[config.mk]
export PLATFORM = sky130hd
export DESIGN_NAME = tune_recorder
export DESIGN_NICKNAME = d
export VERILOG_FILES = /design/src/rtl/tune_recorder.sv
export SDC_FILE = /design/constraint.sdc
export NUM_CORES = 1
export LEC_CHECK = 0
export CELL_PAD_IN_SITES_DETAIL_PLACEMENT = 1
export CELL_PAD_IN_SITES_GLOBAL_PLACEMENT = 1
export CORE_ASPECT_RATIO = 0.5
export CORE_MARGIN = 3
export CORE_UTILIZATION = 40
export DETAILED_ROUTE_END_ITERATION = 7
export PLACE_DENSITY_LB_ADDON = 0.1
export SLEW_MARGIN = 15
export SYNTH_ARGS = -nofsm -noshare
export SYNTH_HDL_FRONTEND = slang
export SYNTH_SLANG_ARGS = --single-unit
[constraint.sdc]
create_clock -name clk22 -period 4.6 [get_ports clk22]
set_input_delay 1.38 -clock clk22 [delete_from_list [all_inputs] [get_ports clk22]]
set_output_delay 1.38 -clock clk22 [all_outputs]
set_load 0.03 [all_outputs]
[src/rtl/tune_recorder.sv]
// rtl/tune_recorder.sv - beat-synchronous note recorder with looping tone playback
//
// Records 4-bit key_note codes into an internal buffer, one entry per clk22
// rising edge, and plays the recorded buffer back as a looping tone stream.
//
// Ports:
//   clk22      beat clock, one buffer entry per rising edge
//   rst        asynchronous active-high reset
//   rec_en     record request; a rising edge starts a new recording
//   play_en    level playback request
//   clear      synchronous erase (length to 0, back to IDLE)
//   key_note   live note code (1..8 = C4..C5, anything else = rest)
//   tone_out   registered tone frequency in Hz
//   beat_idx   buffer index currently on tone_out (PLAY) or just written (RECORD)
//   length     number of valid recorded entries
//   rec_full   last recording stopped because the buffer filled
//   state_out  00 IDLE, 01 RECORD, 10 PLAY
module tune_recorder #(
  parameter int          ADDR_W   = 8,
  parameter logic [31:0] TONE_SIL = 32'd50000000
) (
  input  logic              clk22,
  input  logic              rst,
  input  logic              rec_en,
  input  logic              play_en,
  input  logic              clear,
  input  logic [3:0]        key_note,
  output logic [31:0]       tone_out,
  output logic [ADDR_W-1:0] beat_idx,
  output logic [ADDR_W:0]   length,
  output logic              rec_full,
  output logic [1:0]        state_out
);

  localparam int DEPTH = 1 << ADDR_W;
  localparam logic [ADDR_W:0] LAST_IDX = {1'b0, {ADDR_W{1'b1}}};

  typedef enum logic [1:0] {
    S_IDLE   = 2'b00,
    S_RECORD = 2'b01,
    S_PLAY   = 2'b10
  } state_t;

  state_t            state;
  logic [3:0]        mem [DEPTH];
  logic [ADDR_W:0]   wr_ptr;
  logic [ADDR_W:0]   rd_ptr;
  logic              rec_en_q;
  logic              rec_start;
  logic              mem_we;
  logic [ADDR_W-1:0] mem_wa;
  logic [3:0]        rd_note;
  logic [3:0]        first_note;

  function automatic logic [31:0] note_to_tone(input logic [3:0] code);
    case (code)
      4'd1:    note_to_tone = 32'd262;
      4'd2:    note_to_tone = 32'd294;
      4'd3:    note_to_tone = 32'd330;
      4'd4:    note_to_tone = 32'd349;
      4'd5:    note_to_tone = 32'd392;
      4'd6:    note_to_tone = 32'd440;
      4'd7:    note_to_tone = 32'd494;
      4'd8:    note_to_tone = 32'd523;
      default: note_to_tone = TONE_SIL;
    endcase
  endfunction

  assign rec_start  = rec_en & ~rec_en_q;
  assign state_out  = state;
  assign rd_note    = mem[rd_ptr[ADDR_W-1:0]];
  assign first_note = mem[0];

  // Buffer write port: decoded with the same priority as the control FSM so a
  // clear on the same edge suppresses the write.
  always_comb begin
    mem_we = 1'b0;
    mem_wa = '0;
    if (!clear) begin
      if (rec_start) begin
        mem_we = 1'b1;
      end else if (state == S_RECORD && rec_en) begin
        mem_we = 1'b1;
        mem_wa = wr_ptr[ADDR_W-1:0];
      end
    end
  end

  // Buffer storage has no reset; its contents are undefined after rst.
  always_ff @(posedge clk22) begin
    if (mem_we && !rst) begin
      mem[mem_wa] <= key_note;
    end
  end

  always_ff @(posedge clk22 or posedge rst) begin
    if (rst) begin
      state    <= S_IDLE;
      tone_out <= TONE_SIL;
      beat_idx <= '0;
      length   <= '0;
      rec_full <= 1'b0;
      wr_ptr   <= '0;
      rd_ptr   <= '0;
      rec_en_q <= 1'b0;
    end else begin
      rec_en_q <= rec_en;
      if (clear) begin
        state    <= S_IDLE;
        tone_out <= TONE_SIL;
        beat_idx <= '0;
        length   <= '0;
        rec_full <= 1'b0;
        wr_ptr   <= '0;
        rd_ptr   <= '0;
      end else if (rec_start) begin
        // Entry 0 is written and echoed on the edge that starts recording.
        tone_out <= note_to_tone(key_note);
        beat_idx <= '0;
        length   <= {{ADDR_W{1'b0}}, 1'b1};
        wr_ptr   <= {{ADDR_W{1'b0}}, 1'b1};
        if (LAST_IDX == '0) begin
          rec_full <= 1'b1;
          state    <= S_IDLE;
        end else begin
          rec_full <= 1'b0;
          state    <= S_RECORD;
        end
      end else begin
        case (state)
          S_RECORD: begin
            if (rec_en) begin
              tone_out <= note_to_tone(key_note);
              beat_idx <= wr_ptr[ADDR_W-1:0];
              length   <= wr_ptr + 1'b1;
              wr_ptr   <= wr_ptr + 1'b1;
              // Buffer filled: stop without wrapping; silence follows next edge.
              if (wr_ptr == LAST_IDX) begin
                rec_full <= 1'b1;
                state    <= S_IDLE;
              end
            end else begin
              tone_out <= TONE_SIL;
              state    <= S_IDLE;
            end
          end
          S_PLAY: begin
            if (play_en) begin
              tone_out <= note_to_tone(rd_note);
              beat_idx <= rd_ptr[ADDR_W-1:0];
              rd_ptr   <= (rd_ptr == length - 1'b1) ? '0 : rd_ptr + 1'b1;
            end else begin
              tone_out <= TONE_SIL;
              state    <= S_IDLE;
            end
          end
          default: begin
            tone_out <= TONE_SIL;
            if (play_en && !rec_en && length != '0) begin
              // Entry 0 goes out on the entering edge so the loop period is
              // exactly length beats.
              state    <= S_PLAY;
              tone_out <= note_to_tone(first_note);
              beat_idx <= '0;
              rd_ptr   <= (length == {{ADDR_W{1'b0}}, 1'b1}) ? '0 : {{ADDR_W{1'b0}}, 1'b1};
            end
          end
        endcase
      end
    end
  end

endmodule

==> out/qor.json <==
{
  "clock_network": {
    "clk-insertion-delay-late_ns": 0.73,
    "tritoncts_clock_tree": "yes",
    "sink_count_of_the_clock_tree": 1065,
    "cts.root.buffer_cell": "clkbuf_16",
    "clkSlewWorstSetupHoldPaths_ns": 0.08,
    "cts-buffers-inserted": 98,
    "cts-htree-levels": 3,
    "clockBufferDepth": 3,
    "cts_hold_repair.buffers": 0
  },
  "yosys": {
    "postSynthRegisterBits": 1065,
    "primary_ff_master_synth": "edfxtp_1",
    "yosysTopAreaCell": "edfxtp_1",
    "synthesis.instances": 2564,
    "synthDominantCellAreaShare_pct": 69.8,
    "asyncSetResetFlopFracSynth_pct": 3.85,
    "yosys-top-cells-area": "edfxtp_1 70%, mux4_2 9.0%, mux2i_1 4.0%, nor2_1 2.8%, dfrtp_1 2.2%",
    "syn_area_um2": 44100,
    "yosys.cell_types.count": 75,
    "ys_seq_area_share_pct": 72.1,
    "yosys_warnings": 0,
    "syn-mean-instance-area_um2": 17.2,
    "synth-edff-count": 1024,
    "synth_most_common_cell": "edfxtp_1",
    "yosys-top-cells-count": "1024 x edfxtp_1, 324 x nor2_1, 178 x mux2i_1"
  },
  "layout": {
    "layout-drive-gt1-share_pct": 19.3,
    "filler_cell_count": 10300,
    "finish.net_count": 2748,
    "register_area_um2": 31800,
    "area.growth.synth_to_final_pct": 13.5,
    "finalCoreUtilization_pct": 46.1,
    "area_occupied_by_multi_input_gates_um2": 11100
  },
  "hold_path": {
    "min_path_type": "reg -> reg",
    "holdPathEnd": "beat_idx[1]",
    "timing.hold.worst_path_depth": 2,
    "hp-start": "beat_idx[1]"
  },
  "power_and_ir_drop": {
    "seqPwrFrac_pct": 51.0,
    "power.total_mw": 21.0,
    "swShare_pct": 24.5,
    "power-per-cell-area_nw_per_um2": 420,
    "power_leakage_nw": 15.7,
    "net_switching_power_of_the_design_mw": 5.13,
    "power_frac_comb_pct": 10.8,
    "intPower_mw": 15.8,
    "worst_ir_drop_vdd_mv": 0.321,
    "p_clk_share_pct": 38.3
  },
  "floorplanning": {
    "floorplan.die.width_um": 475,
    "fp.coreArea_um2": 108000,
    "floorplan.die.height_um": 241,
    "floorplan.initialDensity_pct": 40.7,
    "core.rowCount": 85,
    "floorplan.io_pins": 61,
    "floorplan.die_area_um2": 114000
  },
  "detailed_routing": {
    "initialDrtViolationCount": 2810,
    "vias": 24900,
    "wire_per_inst_um": 32.5,
    "via_per_inst": 5.88,
    "met2RoutedLength_mm": 61.0,
    "route.layer.met1.wl_mm": 63.3,
    "total_met3_wirelength_after_detailed_routing_mm": 11.2,
    "ant_nets": 0,
    "drt_drc_violations_left": 0,
    "routed.top_layer": "met4",
    "post_detailed_routing_wire_length_mm": 138,
    "firstDrtPassIters": 6
  },
  "placed_design": {
    "hpwl_mm": 90.7,
    "io_buffer_count": 49,
    "place_worst_setup_slack_ns": 0.137,
    "gp_congestion": 0.867
  },
  "global_routing": {
    "grt.overflow.total": 0,
    "grt_start_max_net_pins": 181,
    "first_global_vias": 25600,
    "track_usage_pct": 24.1,
    "grt_pass1_wl_mm": 196,
    "grt_antenna_before_repair": 5
  },
  "sta": {
    "pins_over_their_slew_limit": 0,
    "setup_violations": 0,
    "finalWorstSetupSlack_ns": 0.346,
    "fin_crit_sh_pct": 92.5,
    "clock_skew_ns": 0.0301,
    "totalNegativeSetupSlack_ns": 0,
    "rsz0062_at_grt": "false",
    "tightestPinTransition_ns": 1.15,
    "hold_ws_ns": 0.487,
    "period_minus_slack_ns": 4.25,
    "worst_slew_margin_rel_pct": 23.3,
    "finalHoldViolCount": 0,
    "fmax_mhz": 235
  },
  "critical_path": {
    "critical_path_class": "reg -> reg",
    "cp-start-kind": "flip-flop",
    "setup.worst_path.end_class": "flip-flop",
    "depth_of_the_worst_register_to_register_path": 12,
    "rr_endpoint": "tone_out[23]",
    "critical_path_required_ns": 5.25,
    "reg2reg_from": "rd_ptr[1]",
    "path_max_fanout": 20,
    "critical_path_arrival_ns": 4.90,
    "ff2ff_setup_slack_ns": 0.35
  },
  "run_status": {
    "run_status": "finished clean"
  },
  "job": {
    "cap_violations": 0
  }
}
==> placed cells by master (no fill, tap or decap), types with 8 or more instances in the layout <==
master	Yosys	routed
clkinv_2	0	22
a22oi_1	34	34
o31ai_1	14	14
edfxtp_1	1024	1024
nand2_1	99	98
nor3_1	26	26
clkbuf_16	0	98
nand3_1	38	38
nand4_1	11	11
nor2b_1	14	14
mux2i_1	178	178
o221ai_1	77	77
dfrtp_1	39	34
conb_1	1	11
o22ai_1	41	41
o21ai_0	18	18
buf_4	34	165
xor2_1	13	13
a21oi_1	58	58
clkinv_1	1	23
clkdlybuf4s50_1	0	45
inv_1	24	22
ha_1	18	18
buf_12	3	22
nor2_1	324	324
clkbuf_1	81	12
xnor2_1	20	20
mux4_2	177	177
a31oi_1	8	8
==> per-stage QoR <==
stage                     cell area, um2  std cells
after floorplan                    44100       2574
after global placement             46900       4055
after detailed placement           46900       4055
after CTS                          50000       4230
after global routing               50000       4232
final                              50000       4233
==> flip-flops by register name, summed over array words and instances, names as in the netlist <==
name       cells
beat_idx       8
rec_en_q       1
mem         1024
rd_ptr         9
rec_full       1
wr_ptr         9
tone_out      11
state_out      2
==> worst max path at each step <==
stage              start            to  cells after the start
2_1_floorplan      clear   mem[109][0]                      7
3_3_place_gp      rec_en   mem[184][3]                     10
3_5_place_dp      rec_en   mem[222][0]                     10
4_1_cts        rd_ptr[0]   tone_out[3]                     14
5_1_grt        rd_ptr[1]   tone_out[7]                     12
6_report       rd_ptr[1]  tone_out[23]                     12
==> kinds of logic after synthesis <==
kind of cell	after synthesis	share of synthesized area [%]
flops	1065	72.1
mux	361	13.2
simple gates	556	5.34
compound gates	315	5.25
fa+ha+maj	18	0.511
other cells	1	0.00851
buf+inv	215	2.87
xor+xnor	33	0.656
==> per-layer routing <==
metal | GRT usage, % | vias to the layer above
met2 | 36.5 | 830
met3 | 6.18 | 152
met5 | 0 | -
met4 | 4.26 | 0
met1 | 35.7 | 13400
li1 | - | 10500
==> final cells by class <==
| type | count | share of cell area (%) |
|---|---|---|
| Sequential cell | 1065 | 63.6 |
| Multi-Input combinational cell | 1294 | 22.2 |
| Clock buffer | 110 | 5.00 |
| Timing Repair Buffer | 236 | 4.37 |
| Tap cell | 1435 | 3.59 |
| Clock inverter | 65 | 1.10 |
| Inverter | 26 | 0.195 |
| Antenna cell | 2 | 0.0100 |
==> worst max-delay path, stage by stage (launching register included) <==
cell       delay, ns
dfrtp_4         0.61
nand2b_4        0.38
buf_4           0.34
o221ai_1        0.34
o221ai_1        0.26
a2111oi_0       0.63
o21ai_0         0.24
o2111a_1        0.34
ha_1            0.29
o21ai_1         0.21
nand3_1         0.13
a31oi_1         0.24
buf_4           0.14
==> power groups by stage <==
| stage | logic, mW | registers [mW] | clock network (mW) |
|---|---|---|---|
| 6_report | 2.26 | 10.7 | 8.03 |
| 5_1_grt | 2.40 | 10.7 | 8.60 |
| 4_1_cts | 2.27 | 10.7 | 8.19 |
| 3_5_place_dp | 2.26 | 10.9 | 0 |
| 3_3_place_gp | 2.25 | 10.9 | 0 |
| 2_1_floorplan | 1.45 | 10.9 | 0 |
==> what timing repair did <==
action | in CTS | in global routing
gates resized for setup | 0 | 0
setup buffers | 0 | 1
endpoints found under the setup margin | 0 | 1
No activity file was read; power rests on OpenSTA's default activity.
